**src/rtl/charge_phase_sequencer.sv**
```systemverilog
// rtl/charge_phase_sequencer.sv - charge-phase controller: trickle/bulk/taper sequencing with fault latching
module charge_phase_sequencer #(
  parameter logic [7:0]  TRICKLE_LEVEL = 8'd20,
  parameter logic [7:0]  CV_LEVEL      = 8'd80,
  parameter logic [7:0]  FULL_LEVEL    = 8'd100,
  parameter logic [7:0]  RESTART_LEVEL = 8'd95,
  parameter logic [7:0]  MAX_VOLTAGE   = 8'd240,
  parameter int unsigned QUAL_CYCLES   = 4,
  parameter logic [15:0] TAPER_TIMEOUT = 16'd1000
) (
  input  logic       clk,
  input  logic       reset,
  input  logic       charger_present,
  input  logic [7:0] battery_level,
  input  logic [7:0] voltage,
  input  logic       fault_clear,
  output logic       charge_en,
  output logic [1:0] current_sel,
  output logic [2:0] phase,
  output logic       done,
  output logic       fault,
  output logic [1:0] fault_code,
  output logic       phase_change
);

  typedef enum logic [2:0] {
    ST_IDLE    = 3'd0,
    ST_TRICKLE = 3'd1,
    ST_BULK    = 3'd2,
    ST_TAPER   = 3'd3,
    ST_DONE    = 3'd4,
    ST_FAULT   = 3'd5
  } state_t;

  // Transition fires on the edge where the count would reach QUAL_CYCLES.
  localparam logic [3:0]  QUAL_LAST  = 4'(QUAL_CYCLES - 1);
  // Timeout fires on the edge that completes TAPER_TIMEOUT cycles in TAPER.
  localparam logic [15:0] TAPER_LAST = TAPER_TIMEOUT - 16'd1;

  localparam logic [1:0] CODE_NONE  = 2'd0;
  localparam logic [1:0] CODE_OVERV = 2'd1;
  localparam logic [1:0] CODE_OVERL = 2'd2;
  localparam logic [1:0] CODE_TAPER = 2'd3;

  state_t      state_q;
  logic [3:0]  qual_cnt;
  logic [15:0] taper_cnt;

  state_t      nxt_state;
  logic [1:0]  nxt_code;
  logic [3:0]  nxt_qual;
  logic [15:0] nxt_taper;
  logic [1:0]  nxt_sel;
  logic        over_v;
  logic        over_l;
  logic        progress;
  logic        qual_done;
  logic        taper_expired;

  assign phase = state_q;

  // Next-state, fault-code and counter update from the current state and measurements.
  always_comb begin
    nxt_state     = state_q;
    nxt_code      = (state_q == ST_FAULT) ? fault_code : CODE_NONE;
    nxt_qual      = 4'd0;
    nxt_taper     = 16'd0;
    nxt_sel       = 2'd0;
    over_v        = voltage > MAX_VOLTAGE;
    over_l        = battery_level > FULL_LEVEL;
    taper_expired = (state_q == ST_TAPER) && (taper_cnt >= TAPER_LAST);

    case (state_q)
      ST_TRICKLE: progress = battery_level >= TRICKLE_LEVEL;
      ST_BULK:    progress = battery_level >= CV_LEVEL;
      ST_TAPER:   progress = battery_level == FULL_LEVEL;
      ST_DONE:    progress = battery_level < RESTART_LEVEL;
      default:    progress = 1'b0;
    endcase
    qual_done = progress && (qual_cnt >= QUAL_LAST);

    case (state_q)
      ST_IDLE: begin
        if (charger_present) begin
          if (over_v) begin
            nxt_state = ST_FAULT;
            nxt_code  = CODE_OVERV;
          end else if (over_l) begin
            nxt_state = ST_FAULT;
            nxt_code  = CODE_OVERL;
          end else if (battery_level < TRICKLE_LEVEL) begin
            nxt_state = ST_TRICKLE;
          end else if (battery_level < CV_LEVEL) begin
            nxt_state = ST_BULK;
          end else if (battery_level < FULL_LEVEL) begin
            nxt_state = ST_TAPER;
          end else begin
            nxt_state = ST_DONE;
          end
        end
      end
      ST_TRICKLE, ST_BULK, ST_TAPER, ST_DONE: begin
        if (over_v) begin
          nxt_state = ST_FAULT;
          nxt_code  = CODE_OVERV;
        end else if (over_l) begin
          nxt_state = ST_FAULT;
          nxt_code  = CODE_OVERL;
        end else if (!charger_present) begin
          nxt_state = ST_IDLE;
        end else if (taper_expired) begin
          nxt_state = ST_FAULT;
          nxt_code  = CODE_TAPER;
        end else if (qual_done) begin
          case (state_q)
            ST_TRICKLE: nxt_state = ST_BULK;
            ST_BULK:    nxt_state = ST_TAPER;
            ST_TAPER:   nxt_state = ST_DONE;
            default:    nxt_state = ST_IDLE;
          endcase
        end else if (progress) begin
          nxt_qual = qual_cnt + 4'd1;
        end
      end
      ST_FAULT: begin
        if (fault_clear && !over_v && !over_l) begin
          nxt_state = ST_IDLE;
        end
      end
      default: nxt_state = ST_IDLE;
    endcase

    if (nxt_state != ST_FAULT) begin
      nxt_code = CODE_NONE;
    end

    // Taper timer runs only while staying in TAPER; entry starts it from zero.
    if (state_q == ST_TAPER && nxt_state == ST_TAPER) begin
      nxt_taper = (taper_cnt == 16'hFFFF) ? taper_cnt : taper_cnt + 16'd1;
    end

    case (nxt_state)
      ST_TRICKLE: nxt_sel = 2'd1;
      ST_BULK:    nxt_sel = 2'd2;
      ST_TAPER:   nxt_sel = 2'd3;
      default:    nxt_sel = 2'd0;
    endcase
  end

  // State, counters and decoded outputs all registered together.
  always_ff @(posedge clk) begin
    if (reset) begin
      state_q      <= ST_IDLE;
      qual_cnt     <= 4'd0;
      taper_cnt    <= 16'd0;
      charge_en    <= 1'b0;
      current_sel  <= 2'd0;
      done         <= 1'b0;
      fault        <= 1'b0;
      fault_code   <= CODE_NONE;
      phase_change <= 1'b0;
    end else begin
      state_q      <= nxt_state;
      qual_cnt     <= nxt_qual;
      taper_cnt    <= nxt_taper;
      charge_en    <= (nxt_state == ST_TRICKLE) || (nxt_state == ST_BULK) || (nxt_state == ST_TAPER);
      current_sel  <= nxt_sel;
      done         <= nxt_state == ST_DONE;
      fault        <= nxt_state == ST_FAULT;
      fault_code   <= nxt_code;
      phase_change <= nxt_state != state_q;
    end
  end

endmodule

```
**config.mk**
```make
export PLATFORM = sky130hd
export DESIGN_NAME = charge_phase_sequencer
export DESIGN_NICKNAME = d
export VERILOG_FILES = /design/src/rtl/charge_phase_sequencer.sv
export SDC_FILE = /design/constraint.sdc
export NUM_CORES = 1
export LEC_CHECK = 0
export ABC_AREA = 1
export CAP_MARGIN = 20
export CORE_ASPECT_RATIO = 1.1
export CORE_UTILIZATION = 46
export DETAILED_ROUTE_END_ITERATION = 10
export PLACE_DENSITY_LB_ADDON = 0.3
export SYNTH_ARGS = -nofsm -noshare
export SYNTH_HDL_FRONTEND = slang
export SYNTH_SLANG_ARGS = --single-unit
```
**constraint.sdc**
```tcl
create_clock -name clk -period 4.7 [get_ports clk]
set_input_delay 0.94 -clock clk [delete_from_list [all_inputs] [get_ports clk]]
set_output_delay 0.94 -clock clk [all_outputs]
set_load 0.02 [all_outputs]
```
==> reports/metrics.yaml, run 1 <==
drive_gt1_share_pct: 15.49
ys_ff_latch: 31
leakage_nw: 0.9979
dr_total_vias: 1621
netlist.area_leader.share_pct: 35.81
grt_pass1_vias: 1461
rows: 23
first_iter_violations: 49
stdcell_area_sq_mm: 0.002222
place_area_sq_mm: 0.002122
synth.avg_cell_area_sq_um: 6.877
grt_max_degree: 11
peakVddDrop_v: 0.0001398
yosys_most_used_dff: "dfxtp_1"
syn_inst: 252
clock.fmax_ghz: 0.3482
post_cts_buffers: 0
io_pins: 31
rr_endpoint: "phase_change$_SDFF_PP0_"
hold_path_startpoint: "qual_cnt[0]$_SDFF_PP0_"
clk_pin_slew_ns: 0.06
cts_tree: "built"
cp-start-kind: "primary input"
die_area_sq_mm: 0.004017
postCtsHoldBufs: 0
slowest_stage: "clkdlybuf4s50_1"
post_drt_wl_per_cell_um: 10.13
yosysUniqueCellTypes: 31
cts_buffers: 5
crit_fanout: 10
cts.sinks: 31
power_mw: 0.8022
path_cells: "clkdlybuf4s50_1 -> a21oi_1 -> a31oi_1 -> nand2_1 -> inv_2 -> o21ai_0 -> a21boi_1 -> nand2_2 -> nor2_4 -> nand3_4 -> nor2_2"
fin_util_pct: 61.28
synth_top_cells_by_count: "60 x nand2_1, 37 x nor2_1, 31 x dfxtp_1"
endpoint_kind: "flip-flop"
synth-edff-count: 0
fp.coreArea_sq_mm: 0.003626
clockRootBuffer: "clkbuf_8"
synth_sequential_area_ratio_pct: 35.81
critPathKind: "in -> reg"
area_delta_synth_final_pct: 28.23
syn_area_sq_mm: 0.001733
synth_most_common_cell: "nand2_1"
clk_latency_ns: 0.27
cp.arrival_ns: 3.08
drv_cap: 0
hp-class: "reg -> reg"
r2r_cells: 13
ys_warn_count: 0
holdPathStages: 1
period_needed_ns: 2.872
setup_tns_ns: 0
rsz0062_at_grt: "no"
dpl.hpwl_mm: 2.749
grt_overflow: 0
antenna_found_initial: 0
drv_slew: 0
globalplace.congestion: 0.8959
portBuffers: 30
regToRegSetupSlack_ns: 2.55
yosys.area.top_type: "dfxtp_1"
grt_pass1_wl_mm: 5.954
dr.pass1.iters: 4
htreeDepth: 2
drc_errors: 0
die_h_um: 66.38
cts.path.max_buffers: 2
ys_top_cells_by_area: "dfxtp_1 36%, nand2_1 13%, nor2_1 8.0%"
ys_async_sr_fraction_pct: 0
cp_slowest_stage_delay_ns: 0.49
hold_viol_final: 0
totalWireLength_mm: 3.514
die_w_um: 60.52
vias_per_cell: 4.671
clock_skew_ns: 0.005718
nets: 318
cts_resized: 0
setup_viol: 0
crit_required_ns: 4.91
power.density_mw_per_mm2: 361.0
hold_path_end: "qual_cnt[0]$_SDFF_PP0_"
post-route-period-util_pct: 61.10
start_util_pct: 47.79
fillCellCount: 344
r2r-start: "phase[0]$_SDFF_PP0_"
antennaDiodeCount: 0
drtAntennaViolNets: 0
track_usage_pct: 19.65
outcome: "complete, no violations"
==> logic make-up (layout without fill, tap and decap cells) <==
family,Yosys count,count (layout),synth area share [%]
adders and majority gates,2,2,1.444
and+or+nand+nor,159,159,44.69
xor gates and xnor gates,7,7,3.538
buffers and inverters,34,72,7.364
AOI/OAI and AO/OA,17,17,6.354
other,1,8,0.2164
DFF,31,31,35.81
muxes,1,1,0.5776
==> placed cells by master (no fill, tap or decap), types with 7 or more instances in the layout <==
master	Yosys	layout
clkbuf_8	0	7
clkdlybuf4s50_1	0	30
conb_1	1	8
dfxtp_1	31	31
inv_1	26	26
inv_2	8	8
nand2_1	60	60
nand3_1	17	17
nor2_1	37	37
nor2_2	14	14
nor3_1	7	7
==> report_power, final <==
group | total [mW] | switching (mW) | internal (mW)
registers | 0.305 | 0.0186 | 0.287
logic | 0.271 | 0.163 | 0.108
clock network | 0.226 | 0.0925 | 0.133
total | 0.802 | 0.274 | 0.528
==> per-layer routing <==
metal  global-route usage [%]  wire, um
met5                        0         0
met2                    32.97      1735
met4                    9.943        84
met3                    4.110        88
met1                    23.10      1606
==> critical path: cells and delay by family <==
| family | cells | cell delay (ns) |
|---|---|---|
| buf+inv | 2 | 0.55 |
| simple gates | 5 | 0.75 |
| compound gates | 4 | 0.84 |
==> registers in the layout, summed over array words and instances (netlist names) <==
register	count
qual_cnt	4
done	1
phase_change	1
fault_code	2
charge_en	1
fault	1
phase	3
current_sel	2
taper_cnt	16
==> cell type report <==
type                    count  area [sq um]  area share (%)
repair buffers             30         300.3           13.51
inverters                  34         127.6           5.743
well taps                  50         62.56           2.815
clock buffers               8         100.1           4.505
multi-input cells         194          1011           45.50
flip-flops and latches     31         620.6           27.93
==> how the worst max path moves through the flow <==
| stage | cells after the start | start | slack (ns) | end |
|---|---|---|---|---|
| 2_1_floorplan | 12 | battery_level[4] | 2.33 | taper_cnt[0]$_SDFFE_PP0P_ |
| 3_3_place_gp | 11 | battery_level[5] | 1.59 | taper_cnt[8]$_SDFFE_PP0P_ |
| 3_5_place_dp | 11 | battery_level[5] | 1.55 | taper_cnt[8]$_SDFFE_PP0P_ |
| 4_1_cts | 11 | battery_level[5] | 1.84 | taper_cnt[8]$_SDFFE_PP0P_ |
| 5_1_grt | 11 | battery_level[5] | 1.59 | taper_cnt[8]$_SDFFE_PP0P_ |
| 6_report | 11 | battery_level[5] | 1.83 | taper_cnt[8]$_SDFFE_PP0P_ |
==> per-stage QoR <==
step,instances,hold WS [ns],setup slack (ns)
after global routing,347,0.4805,1.587
after floorplan,259,0.3984,2.332
after global placement,339,0.4093,1.592
final,347,0.4268,1.828
after detailed placement,339,0.4107,1.554
after CTS,347,0.4262,1.844
No activity file was read; power rests on OpenSTA's default activity.
==> inputs of run 2 (changes only) <==
==> constraint.sdc (replaced) <==
create_clock -name clk -period 2.5 [get_ports clk]
set_input_delay 0.5 -clock clk [delete_from_list [all_inputs] [get_ports clk]]
set_output_delay 0.5 -clock clk [all_outputs]
set_load 0.02 [all_outputs]
==> run 2 against run 1 <==
Worst setup slack worse by 1.6 ns. Flip-flop and latch count stayed put. Non-clock buffer count grew 13. Critical endpoint is now taper_cnt[1]$_SDFFE_PP0P_. Largest cell class unchanged. Largest power group unchanged. Highest routed layer unchanged.
==> reports/metrics.yaml, run 2 (synthesized netlist as in run 1, its figures left out) <==
path_delay_family: "simple AND/OR/NAND/NOR gates"
leakage_nw: 1.075
grt_overflow: 0
post_cts_buffers: 0
dpl.hpwl_mm: 2.997
clk_pin_slew_ns: 0.06
endpoint_kind: "flip-flop"
fp.coreArea_sq_mm: 0.003626
track_usage_pct: 20.75
layout_common_cells: "60 x nand2_1, 35 x nor2_1, 31 x dfxtp_1, 28 x clkdlybuf4s50_1, 26 x inv_1"
fin_util_pct: 64.60
path_cells: "clkdlybuf4s50_1 -> nand2_1 -> nor2_2 -> nand2_1 -> nand2_1 -> inv_2 -> o21ai_0 -> a21boi_2 -> nand2_2 -> nor2_4 -> nand3_4 -> nor2_2"
cp_slowest_stage_delay_ns: 0.58
antennaDiodeCount: 0
rsz0062_at_grt: "yes"
clockRootBuffer: "clkbuf_8"
cts.path.max_buffers: 2
die_w_um: 60.52
post-route-period-util_pct: 91.77
drive_gt1_share_pct: 20.65
clock.fmax_ghz: 0.4359
placedCellCount: 352
vias_per_cell: 4.889
grt_pass1_vias: 1555
crit_path_frequent_cell: "nand2_1"
dr.pass1.iters: 4
outcome: "complete, no violations"
power.density_mw_per_mm2: 655.1
setup_viol: 0
drtAntennaViolNets: 0
finalWorstSetupSlack_ns: 0.2057
cts_buffers: 5
dr_total_vias: 1760
hp-class: "reg -> reg"
io_pins: 31
layout.cells.most_common: "nand2_1"
post_drt_wl_per_cell_um: 10.62
cp-start-kind: "primary input"
rows: 23
die_area_sq_mm: 0.004017
setup_tns_ns: 0
totalWireLength_mm: 3.822
antenna_found_initial: 0
crit_fanout: 6
crit_required_ns: 2.72
largest_register_ffs: 16
cts_tree: "built"
peakVddDrop_v: 0.0002705
largest-register: "taper_cnt"
first_iter_violations: 40
pre_cts_slack_ns: -0.2092
drv_cap: 0
cp.arrival_ns: 2.52
critPathKind: "in -> reg"
area_delta_synth_final_pct: 35.16
fillCellCount: 333
grt_max_degree: 11
power_mw: 1.534
grt_pass1_wl_mm: 6.251
slowest_stage: "clkdlybuf4s50_1"
globalplace.congestion: 0.8605
path_buf_inv: 2
htreeDepth: 2
period_needed_ns: 2.294
clk_latency_ns: 0.28
clock_skew_ns: 0.005605
die_h_um: 66.38
nets: 332
drv_slew: 0
drc_errors: 0
portBuffers: 30
start_util_pct: 47.79
hold_viol_final: 0
cts.sinks: 31
fin_cells: 360
run 2: changes by cell type in the layout (fill, tap and decap cells not counted), moves of 2 or more:
cell / change
nor2_1: -2
dlymetal6s2s_1: +2
nor2_2: +2
buf_4: +13
clkdlybuf4s50_1: -2
run 2: report_power, final:
part	internal, mW	total (mW)	switching (mW)	leakage [nW]
clock network	0.215	0.389	0.174	0.0470
logic	0.247	0.568	0.322	0.773
registers	0.539	0.577	0.0381	0.254
run 2: what timing repair did:
item / CTS / global route
gates resized for setup: 0 / 7
hold buffers: 0 / 0
setup endpoints to repair: 0 / 15
run 2: cell type report:
type                    count  area, sq um  share of cell area [%]
flip-flops and latches     31        620.6                   26.50
clock buffers               6        82.58                   3.526
inverters                  34        127.6                   5.449
multi-input cells         195         1041                   44.44
clock inverters             1        5.005                  0.2137
repair buffers             43        402.9                   17.20
well taps                  50        62.56                   2.671
run 2: worst reg2reg max path: cells and delay by family (launching register included):
kind	cells	cell delay, ns
buffers and inverters	2	0.18
AND/OR/NAND/NOR	14	1.39
flip-flops	1	0.50
run 2: final timing paths:
path | start | end | slack (ns) | cells past startpoint
setup / recovery | battery_level[5] | taper_cnt[1]$_SDFFE_PP0P_ | 0.21 | 12
hold / removal | qual_cnt[0]$_SDFF_PP0_ | qual_cnt[0]$_SDFF_PP0_ | 0.43 | 1
setup reg to reg | phase[0]$_SDFF_PP0_ | taper_cnt[1]$_SDFFE_PP0P_ | 0.37 | 16
hold reg to reg | qual_cnt[0]$_SDFF_PP0_ | qual_cnt[0]$_SDFF_PP0_ | 0.43 | 1
run 2: per-layer routing:
layer | part of all wire [%] | global-route usage, % | up-vias
met4 | 2.7 | 9.091 | 0
met3 | 4.0 | 4.305 | 11
met5 | 0 | 0 | -
li1 | - | - | 913
met2 | 51 | 37.36 | 49
met1 | 42 | 22.80 | 787
run 2: stage by stage:
| step | cell area (sq um) | hold slack, ns |
|---|---|---|
| after floorplan | 1759 | 0.3984 |
| after global placement | 2220 | 0.4089 |
| after detailed placement | 2220 | 0.4173 |
| after CTS | 2307 | 0.4247 |
| after global routing | 2342 | 0.4768 |
| final | 2342 | 0.4258 |
==> inputs of run 3 (changes only) <==
--- a/config.mk
+++ b/config.mk
@@ -11,6 +11,7 @@
 export CORE_UTILIZATION = 46
 export DETAILED_ROUTE_END_ITERATION = 10
 export PLACE_DENSITY_LB_ADDON = 0.3
+export SETUP_SLACK_MARGIN = 0.1
 export SYNTH_ARGS = -nofsm -noshare
 export SYNTH_HDL_FRONTEND = slang
 export SYNTH_SLANG_ARGS = --single-unit
==> run 3 against run 2 <==
First-iteration DRC count fell by 7.5%. Sequential power about the same. Worst hold slack unchanged. Global-route usage grew 0.080 points. Clock power hardly changed. Sequential share of layout area shrank 0.35 points. Non-clock buffer count unchanged. Flip-flop and latch count unchanged. Design area grew 1.3%. Total power grew 0.87%. Combinational power up 2%. Critical path depth up 6.
==> reports/metrics.yaml, run 3 (synthesized netlist as in run 1, its figures left out) <==
clock_skew_ns: 0.006186
drv_cap: 0
die_area_sq_mm: 0.004017
hold_ws_ns: 0.4258
dr_total_vias: 1757
place_area_sq_mm: 0.002220
hp-class: "reg -> reg"
postCtsHoldBufs: 0
power.density_mw_per_mm2: 652.1
cts_buffers: 5
placedCellCount: 352
outcome: "complete, no violations"
cp.arrival_ns: 2.43
pre_cts_slack_ns: -0.2092
layout.cells.most_common: "nand2_1"
first_iter_violations: 37
drc_errors: 0
stdcell_area_sq_mm: 0.002374
dpl.hpwl_mm: 2.997
layout_common_cells: "58 x nand2_1, 32 x nor2_1, 31 x dfxtp_1, 25 x inv_1, 25 x clkdlybuf4s50_1"
clk_latency_ns: 0.28
clockRootBuffer: "clkbuf_8"
die_w_um: 60.52
totalWireLength_mm: 3.884
grt_pass1_vias: 1565
fin_cells: 360
fin_util_pct: 65.46
setup_viol: 0
endpoint_kind: "flip-flop"
crit_required_ns: 2.72
rows: 23
clock.fmax_ghz: 0.4524
crit_fanout: 5
cts.sinks: 31
drtAntennaViolNets: 0
largest-register: "taper_cnt"
grt_overflow: 0
antennaDiodeCount: 0
fp.coreArea_sq_mm: 0.003626
path_cells: "clkdlybuf4s50_1 -> buf_4 -> nand3_1 -> nand2_1 -> nand2_1 -> nand2_2 -> inv_2 -> nand2_2 -> nand3_2 -> nand2_1 -> nand2_1 -> nand2_2 -> nand2_2 -> nand2_4 -> nand2_4 -> nor2_4 -> nand3_4 -> nor2_2"
start_util_pct: 47.79
drive_gt1_share_pct: 23.23
grt_max_degree: 11
post_drt_wl_per_cell_um: 10.79
vias_per_cell: 4.881
wl_met2_mm: 1.977
io_pins: 31
hold_viol_final: 0
route.met3.wl_um: 153
die_h_um: 66.38
dr.pass1.iters: 4
regToRegSetupSlack_ns: 0.33
drv_slew: 0
post-route-period-util_pct: 88.42
clk_pin_slew_ns: 0.06
largest_register_ffs: 16
fillCellCount: 329
cts_tree: "built"
leakage_nw: 1.101
critPathKind: "in -> reg"
globalplace.congestion: 0.8605
rsz0062_at_grt: "no"
cp-start-kind: "primary input"
slowest_stage: "clkdlybuf4s50_1"
portBuffers: 30
finalWorstSetupSlack_ns: 0.2895
nets: 332
peakVddDrop_v: 0.0002787
area_delta_synth_final_pct: 36.97
track_usage_pct: 20.83
htreeDepth: 2
grt_pass1_wl_mm: 6.279
period_needed_ns: 2.211
cp_slowest_stage_delay_ns: 0.49
cts.path.max_buffers: 2
wl_met1_mm: 1.651
antenna_found_initial: 0
highest_layer: "met4"
-- run 3: worst paths after layout --
| path | startpoint | endpoint | cells after the start |
|---|---|---|---|
| setup reg to reg | phase[0]$_SDFF_PP0_ | taper_cnt[3]$_SDFFE_PP0P_ | 16 |
| setup / recovery | battery_level[4] | taper_cnt[3]$_SDFFE_PP0P_ | 18 |
| hold / removal | qual_cnt[0]$_SDFF_PP0_ | qual_cnt[0]$_SDFF_PP0_ | 1 |
| hold reg to reg | qual_cnt[0]$_SDFF_PP0_ | qual_cnt[0]$_SDFF_PP0_ | 1 |
-- run 3: what timing repair did --
action,in CTS,in global routing
endpoints found under the setup margin,10,17
resized for setup,1,18
pin swaps,0,6
cloned,0,1
setup buffers,0,0
-- run 3: final cells by class --
type,count,area [sq um],area share [%]
multi-input cells,195,1065,44.86
flip-flops and latches,31,620.6,26.15
repair buffers,43,410.4,17.29
inverters,34,127.6,5.377
clock buffers,6,82.58,3.479
well taps,50,62.56,2.636
clock inverters,1,5.005,0.2109
-- run 3: per-layer routing --
| metal | vias up | track usage [%] |
|---|---|---|
| met3 | 11 | 4.305 |
| met5 | - | 0 |
| met1 | 787 | 22.80 |
| met4 | 0 | 9.091 |
| li1 | 915 | - |
| met2 | 44 | 37.64 |
-- run 3: power by group --
group          leakage (nW)  internal (mW)  switching, mW
registers             0.254          0.539         0.0389
clock network        0.0470          0.215          0.174
logic                 0.800          0.250          0.330
total                  1.10           1.00          0.544
-- run 3: per-stage QoR --
stage               TNS (ns)  power (mW)
floorplan                  0      0.9211
global placement      -1.745       1.136
detailed placement    -2.622       1.142
CTS                        0       1.532
global route               0       1.638
finish                     0       1.548
-- run 3: critical path: cells and delay by family --
kind                   cells  cell delay, ns
buffers and inverters      3            0.65
AND/OR/NAND/NOR           15            1.29
